`src/rtl/fetch_unit.sv`:
```
`default_nettype none
// ============================================================================
// Module   : fetch_unit
// Purpose  : Instruction fetch stage in front of the LEGv8 single-cycle
//            datapath. It owns the PC, fetches words from code memory over a
//            req/ack handshake with a timeout-and-retry, and presents each
//            word to the datapath over a valid/ready handshake. It resolves
//            B (and optionally CBZ) next-PC when the word is consumed.
// Ports    : iCLK, iReset          - clock, synchronous active-high reset
//            oMemReq/oMemAddr      - code memory request and byte address
//            iMemAck/iMemData      - code memory response
//            oValid/iReady         - datapath handshake
//            oInstruction/oPC      - held instruction word and its address
//            iZero                 - ALU zero flag (CBZ only)
//            oRetry                - one-cycle pulse on request timeout
// Config   : define FETCH_CBZ_EN to decode CBZ as a conditional branch.
// Revision : 1.0 - initial release
// ============================================================================
module fetch_unit #(
  parameter int                  PC_WIDTH    = 64,
  parameter logic [PC_WIDTH-1:0] RESET_PC    = '0,
  parameter int                  MEM_TIMEOUT = 15
) (
  input  logic                iCLK,
  input  logic                iReset,
  output logic                oMemReq,
  output logic [PC_WIDTH-1:0] oMemAddr,
  input  logic                iMemAck,
  input  logic [31:0]         iMemData,
  output logic                oValid,
  input  logic                iReady,
  output logic [31:0]         oInstruction,
  output logic [PC_WIDTH-1:0] oPC,
  input  logic                iZero,
  output logic                oRetry
);

  typedef enum logic [1:0] {
    IDLE = 2'd0,
    REQ  = 2'd1,
    GAP  = 2'd2,
    HOLD = 2'd3
  } state_t;

  // Counter value seen on the last unacked REQ cycle before giving up.
  localparam logic [7:0]          TMO_LAST = 8'(MEM_TIMEOUT - 1);
  localparam logic [PC_WIDTH-1:0] PC_STEP  = PC_WIDTH'(4);

  state_t                state_q, state_d;
  logic [PC_WIDTH-1:0]   pc_q, pc_d;        // address being fetched
  logic [PC_WIDTH-1:0]   opc_q, opc_d;      // address of held instruction
  logic [31:0]           instr_q, instr_d;
  logic [7:0]            cnt_q, cnt_d;
  logic                  retry_q, retry_d;

  // --------------------------------------------------------------------------
  // Next-PC resolution for the held instruction
  // --------------------------------------------------------------------------
  logic                  is_b;
  logic                  cbz_taken;
  logic [PC_WIDTH-1:0]   b_off;
  logic [PC_WIDTH-1:0]   cbz_off;
  logic [PC_WIDTH-1:0]   next_pc;

  assign is_b    = (instr_q[31:26] == 6'b000101);
  assign b_off   = {{(PC_WIDTH-28){instr_q[25]}}, instr_q[25:0], 2'b00};
  assign cbz_off = {{(PC_WIDTH-21){instr_q[23]}}, instr_q[23:5], 2'b00};

`ifdef FETCH_CBZ_EN
  assign cbz_taken = (instr_q[31:24] == 8'b10110100) && iZero;
`else
  // CBZ falls through sequentially; the zero flag has no consumer.
  logic unused_zero;
  assign unused_zero = iZero;
  assign cbz_taken   = 1'b0;
`endif

  // Additions wrap modulo 2^PC_WIDTH by construction.
  assign next_pc = is_b      ? (opc_q + b_off)   :
                   cbz_taken ? (opc_q + cbz_off) :
                               (opc_q + PC_STEP);

  // --------------------------------------------------------------------------
  // State register
  // --------------------------------------------------------------------------
  always_ff @(posedge iCLK) begin
    if (iReset) begin
      state_q <= IDLE;
      pc_q    <= RESET_PC;
      opc_q   <= RESET_PC;
      instr_q <= 32'h0;
      cnt_q   <= 8'h0;
      retry_q <= 1'b0;
    end else begin
      state_q <= state_d;
      pc_q    <= pc_d;
      opc_q   <= opc_d;
      instr_q <= instr_d;
      cnt_q   <= cnt_d;
      retry_q <= retry_d;
    end
  end

  // --------------------------------------------------------------------------
  // Next-state logic
  // --------------------------------------------------------------------------
  always_comb begin
    state_d = state_q;
    pc_d    = pc_q;
    opc_d   = opc_q;
    instr_d = instr_q;
    cnt_d   = cnt_q;
    retry_d = 1'b0;
    case (state_q)
      IDLE: state_d = REQ;
      REQ: begin
        // An ack on the timeout cycle takes priority over the retry.
        if (iMemAck) begin
          instr_d = iMemData;
          opc_d   = pc_q;
          cnt_d   = 8'h0;
          state_d = HOLD;
        end else if (cnt_q == TMO_LAST) begin
          retry_d = 1'b1;
          cnt_d   = 8'h0;
          state_d = GAP;
        end else begin
          cnt_d = cnt_q + 8'h1;
        end
      end
      GAP: state_d = REQ;
      HOLD: begin
        if (iReady) begin
          pc_d    = next_pc;
          state_d = REQ;
        end
      end
      default: state_d = IDLE;
    endcase
  end

  // Outputs come from registers or state decode only.
  assign oMemReq      = (state_q == REQ);
  assign oMemAddr     = pc_q;
  assign oValid       = (state_q == HOLD);
  assign oInstruction = instr_q;
  assign oPC          = opc_q;
  assign oRetry       = retry_q;

endmodule
`default_nettype wire

```
`config.mk`:
```
export PLATFORM = sky130hd
export DESIGN_NAME = fetch_unit
export DESIGN_NICKNAME = d
export VERILOG_FILES = /design/src/rtl/fetch_unit.sv
export SDC_FILE = /design/constraint.sdc
export NUM_CORES = 1
export LEC_CHECK = 0
export CAP_MARGIN = 0
export CORE_UTILIZATION = 48
export CTS_CLUSTER_DIAMETER = 120
export DETAILED_ROUTE_END_ITERATION = 8
export GPL_TIMING_DRIVEN = 0
export PLACE_DENSITY = 0.79
export SETUP_SLACK_MARGIN = 0.15
export SLEW_MARGIN = 20
export SYNTH_ARGS = -nofsm -noshare
export SYNTH_HDL_FRONTEND = slang
export SYNTH_SLANG_ARGS = --single-unit
```
`constraint.sdc`:
```
create_clock -name iCLK -period 3.3 [get_ports iCLK]
set_input_delay 0.99 -clock iCLK [delete_from_list [all_inputs] [get_ports iCLK]]
set_output_delay 0.99 -clock iCLK [all_outputs]
set_load 0.01 [all_outputs]
```
# == After elaboration in Yosys (flattened, before gate mapping) ==
# Cells that the tools add are included.
# totals
wordCells,31
ff_bits,171
# op_classes
addsub,3
n_eq_ne,7
n_mux,8
reduce_logical,6
n_bitwise,1
# ops
operator,count
"64-bit by 3-bit adder with 64-bit output, second input constant",1
64-bit adder,1
64-bit 2-to-1 mux,1
8-bit 2-to-1 mux,2
"8-bit by 1-bit adder with 8-bit output, second input constant",1
"8-bit by 4-bit == test with 1-bit output, second input constant",1
"6-bit by 3-bit == test with 1-bit output, second input constant",1
2-bit 2-to-1 mux,3
2-bit one-hot mux with 3 select lines,1
2-bit AND reduction,3
"2-bit == test, second input constant",2
"3-bit by 1-bit inequality test with 1-bit output, second input constant",1
3-bit OR reduction,1
"2-bit by 1-bit == test with 1-bit output, second input constant",1
2-bit logical NOT,1
"2-bit by 1-bit inequality test with 1-bit output, second input constant",1
2-bit OR reduction,1
1-bit 2-to-1 mux,1
1-bit NOT,1

# == Longest topological paths before layout ==
# depth
ltp_word,4
ltp_mapped,16

# == Worst setup path before layout ==
# OpenSTA, ideal clock, no wires.
# synth_path
kind,reg-to-reg
from,register instr_q[27] (netlist: oInstruction[27])
to,register pc_q[57] (netlist: oMemAddr[57])
t_required_ns,3.238
period_less_slack_ns,3.534
arrival_time_ns,3.472
path_slack_ns,-0.234
stages_incl_launch_ff,15
path_cell_list,dfxtp_1 > and4bb_2 > clkbuf_1 > and3_1 > ha_1 > and4_4 > nand3_1 > a21o_1 > a2111oi_2 > nor2_1 > a221oi_1 > nand3_1 > mux2i_1 > or4_1 > nand3_1
# synth_between
elab_chain_cells,2
# synth_rtl
element,line,text
from (decl),52,"logic [31:0] instr_q, instr_d;"
from (signal assigned),98,instr_q <= instr_d;
6-bit by 3-bit == test with 1-bit output,65,assign is_b = (instr_q[31:26] == 6'b000101);
64-bit 2-to-1 mux,79,assign next_pc = is_b ? (opc_q + b_off) :
to (signal assigned),96,pc_q <= pc_d;
to (decl),50,"logic [PC_WIDTH-1:0] pc_q, pc_d;"
# No other way between the ends.
# A chain may end at the register's enable or synchronous reset.

# == Final worst setup path ==
# layout_path
from,register instr_q[27] (netlist: oInstruction[27])
to,register pc_q[43] (netlist: oMemAddr[43])
# The elaborated chain is that of the path after synthesis.

==> run metrics <==
status finished with violations; failing checks negative setup slack; TNS Setup -5619 ps; Max transition margin 29.20%; final worst path period need 3644 ps; post-synthesis instance total 1391; total grt overflow 0; crit path capture type register; core area 20490 sq um; clk slew on worst S/H paths 80 ps; Post-Syn Nets 1456; starting DRC count in detailed routing 1120; GP Congestion 1.016; VDD IR max 344.5 uV; Cell Pwr Density 311.4 nW/um^2; initial antenna violation count 1; Setup Skew 12.70 ps; cells along the critical path and4bb_4, buf_4, and3_4, ha_4, a21o_4, a31oi_4, a21o_4, a21oi_4, or4_4, nand3_4, buf_4, mux2_4, xor2_1, nand2_1, a21oi_1; number of synthesized flops with an enable pin 0; Top delay family on crit path simple AND/OR/NAND/NOR gates; Layout area overhead 43.49%; leakage 5.277 nW; clock buffer depth 2; Nets 1730; most frequent cells in the layout nand2_1 (331), clkdlybuf4s50_1 (198), a21oi_1 (165), dfxtp_1 (165), clkbuf_1 (70); Worst-Skew Late Latency 450 ps; sequential fraction of the synthesis area 33.71%; die width 147.5 microns; Crit Path Category register to register; DR vias/cell 6.068; Top Ports 200; Fin. Hold Viols 0; post-detail-place hpwl 28750 microns; final non-filler cell total 1948; IO Port Bufs 198; global-route wire length before repair 60610 microns; CP required 3610 ps; critical path depth 15; drt first pass iters 6; Root Buffer Master clkbuf_16; Worst Slack Setup Final -344.5 ps; Synth Flop Type dfxtp_1; n_diodes 0; asr flop ratio synth 0%; unrepaired setup endpoints after global routing yes; Syn Std Cell Area 10160 sq um; hold path cells 2; most common cell after layout, fill and taps aside nand2_1; Reg2Reg Depth 15; fmax 274.4 MHz; htree depth 4; Starting Density 49.55%; Die Y 147.5 microns; largest stage delay on the critical path 460 ps; Slowest-stage cell, CP or4_4; row count 52; Hold Crit Class register to register; Tot GR Track Use 35.84%; via count 11820; CP Buf/Inv Count 2; syn avg cell area 7.301 sq um; CTS buffer count 17; WL/cell 20.73 microns; Yosys warnings 0; pin count of the biggest net entering global routing 18; post-route ant nets 0; post-synthesis cell type count 86; Detailed Route WL 40380 microns; period utilisation layout 110.4%; Hold Buf Count CTS 0; Placed Cells 1859; post-synthesis register bit count 171; pre-CTS WS -665.2 ps; # setup viols final 28; total die area 21740 sq um; crit path max fanout 6; vias in the first global route 11140; CP arrival 3950 ps; worst-margin pin slew 1057 ps; clock sinks 171; Max-Cap Viols 0; share of cells above drive strength 1 16.92%; DRC 0; CP Launch Type register; fin. max-slew vios 0; CTS tree done
==> through the flow <==
stage	utilization [%]	hold slack (ps)	total power, mW	area (sq um)
floorplan	-	445.5	2.307	10350
global placement	61.83	457.5	2.483	12670
detailed placement	61.86	458.2	2.488	12680
CTS	68.38	465.6	4.527	14010
global route	71.10	485.0	4.648	14570
finish	71.10	463.2	4.538	14570
==> worst reg2reg max path, delay by kind of cell, from the launching register on <==
| kind | cells | cell delay [ps] |
|---|---|---|
| xor gates and xnor gates | 1 | 140 |
| muxes | 1 | 290 |
| and+or+nand+nor | 5 | 1360 |
| DFF | 1 | 360 |
| adders and majority gates | 1 | 220 |
| AOI/OAI and AO/OA | 5 | 830 |
| buffers and inverters | 2 | 310 |
==> layout make-up <==
| cell class | count | area (sq um) |
|---|---|---|
| clock inverters | 13 | 146.4 |
| multi-input cells | 1098 | 7189 |
| clock buffers | 19 | 442.9 |
| inverters | 12 | 45.04 |
| flip-flops and latches | 171 | 3438 |
| fillers | 1699 | 5922 |
| repair buffers | 255 | 2470 |
| plain buffers | 110 | 503.0 |
| well taps | 270 | 337.8 |
==> logic make-up (layout without fill, tap and decap cells) <==
family	after synthesis	count (layout)	synth area share (%)
AOI/OAI and AO/OA	334	334	19.80
xor gates and xnor gates	56	56	4.903
adders and majority gates	29	29	3.622
buffers and inverters	122	409	4.916
DFF	171	171	33.71
muxes	15	15	1.491
and+or+nand+nor	664	664	31.56
==> metal layers <==
layer / wire length (microns) / global-route usage (%) / vias up / part of all wire, %
met5: 13 / 0 / - / 0.032
met4: 1449 / 14.85 / 2 / 3.6
met3: 3499 / 6.451 / 111 / 8.7
met2: 18200 / 55.61 / 647 / 45
met1: 17220 / 48.89 / 5609 / 43
li1: - / - / 5451 / -
==> final timing paths <==
check / from / endpoint / slack, ps
setup / recovery: oInstruction[27] / oMemAddr[43] / -340
hold / removal: oMemAddr[26] / oPC[26] / 460
setup reg to reg: oInstruction[27] / oMemAddr[43] / -340
hold reg to reg: oMemAddr[26] / oPC[26] / 460
==> power breakdown <==
part           leakage, nW  internal, mW  switching, mW
Sequential            1.39          2.09         0.0273
Clock                0.287          1.10          0.977
Combinational         3.61         0.133          0.216
==> cells in the mapped netlist, types with 10 or more instances <==
cell type  count  area share, %
nor4_1        23            1.4
a211oi_1      15            1.1
buf_2         12           0.59
nor2b_1       10           0.62
and3_1        46            2.8
mux2i_1       14            1.4
nand3_1       48            2.4
inv_1         12           0.44
xor2_1        16            1.4
nand4_1       21            1.3
a21oi_1      192            9.5
xnor2_1       39            3.4
dfxtp_1      171             34
nand2_1      335             12
a31oi_1       11           0.68
o21ai_0       36            1.8
clkbuf_1      81            3.0
nor3_1        29            1.4
nor2_1        73            2.7
ha_1          27            3.3
a21o_1        18            1.3
or3_1         12           0.74
buf_1         11           0.41
==> state kept, by name, summed over array words and instances, names as in the netlist <==
signal and flops:
cnt_q 8, oMemAddr 64, state_q 2, oPC 64
oRetry 1, oInstruction 32
==> what timing repair did <==
item / 4_1_cts / 5_1_grt
pin swaps: 56 / 67
buffers inserted: 37 / 19
setup endpoints to repair: 49 / 99
gates resized for setup: 98 / 107
gates cloned: 1 / 0
hold endpoints to repair: 0 / 0
No activity file was read; power rests on OpenSTA's default activity.
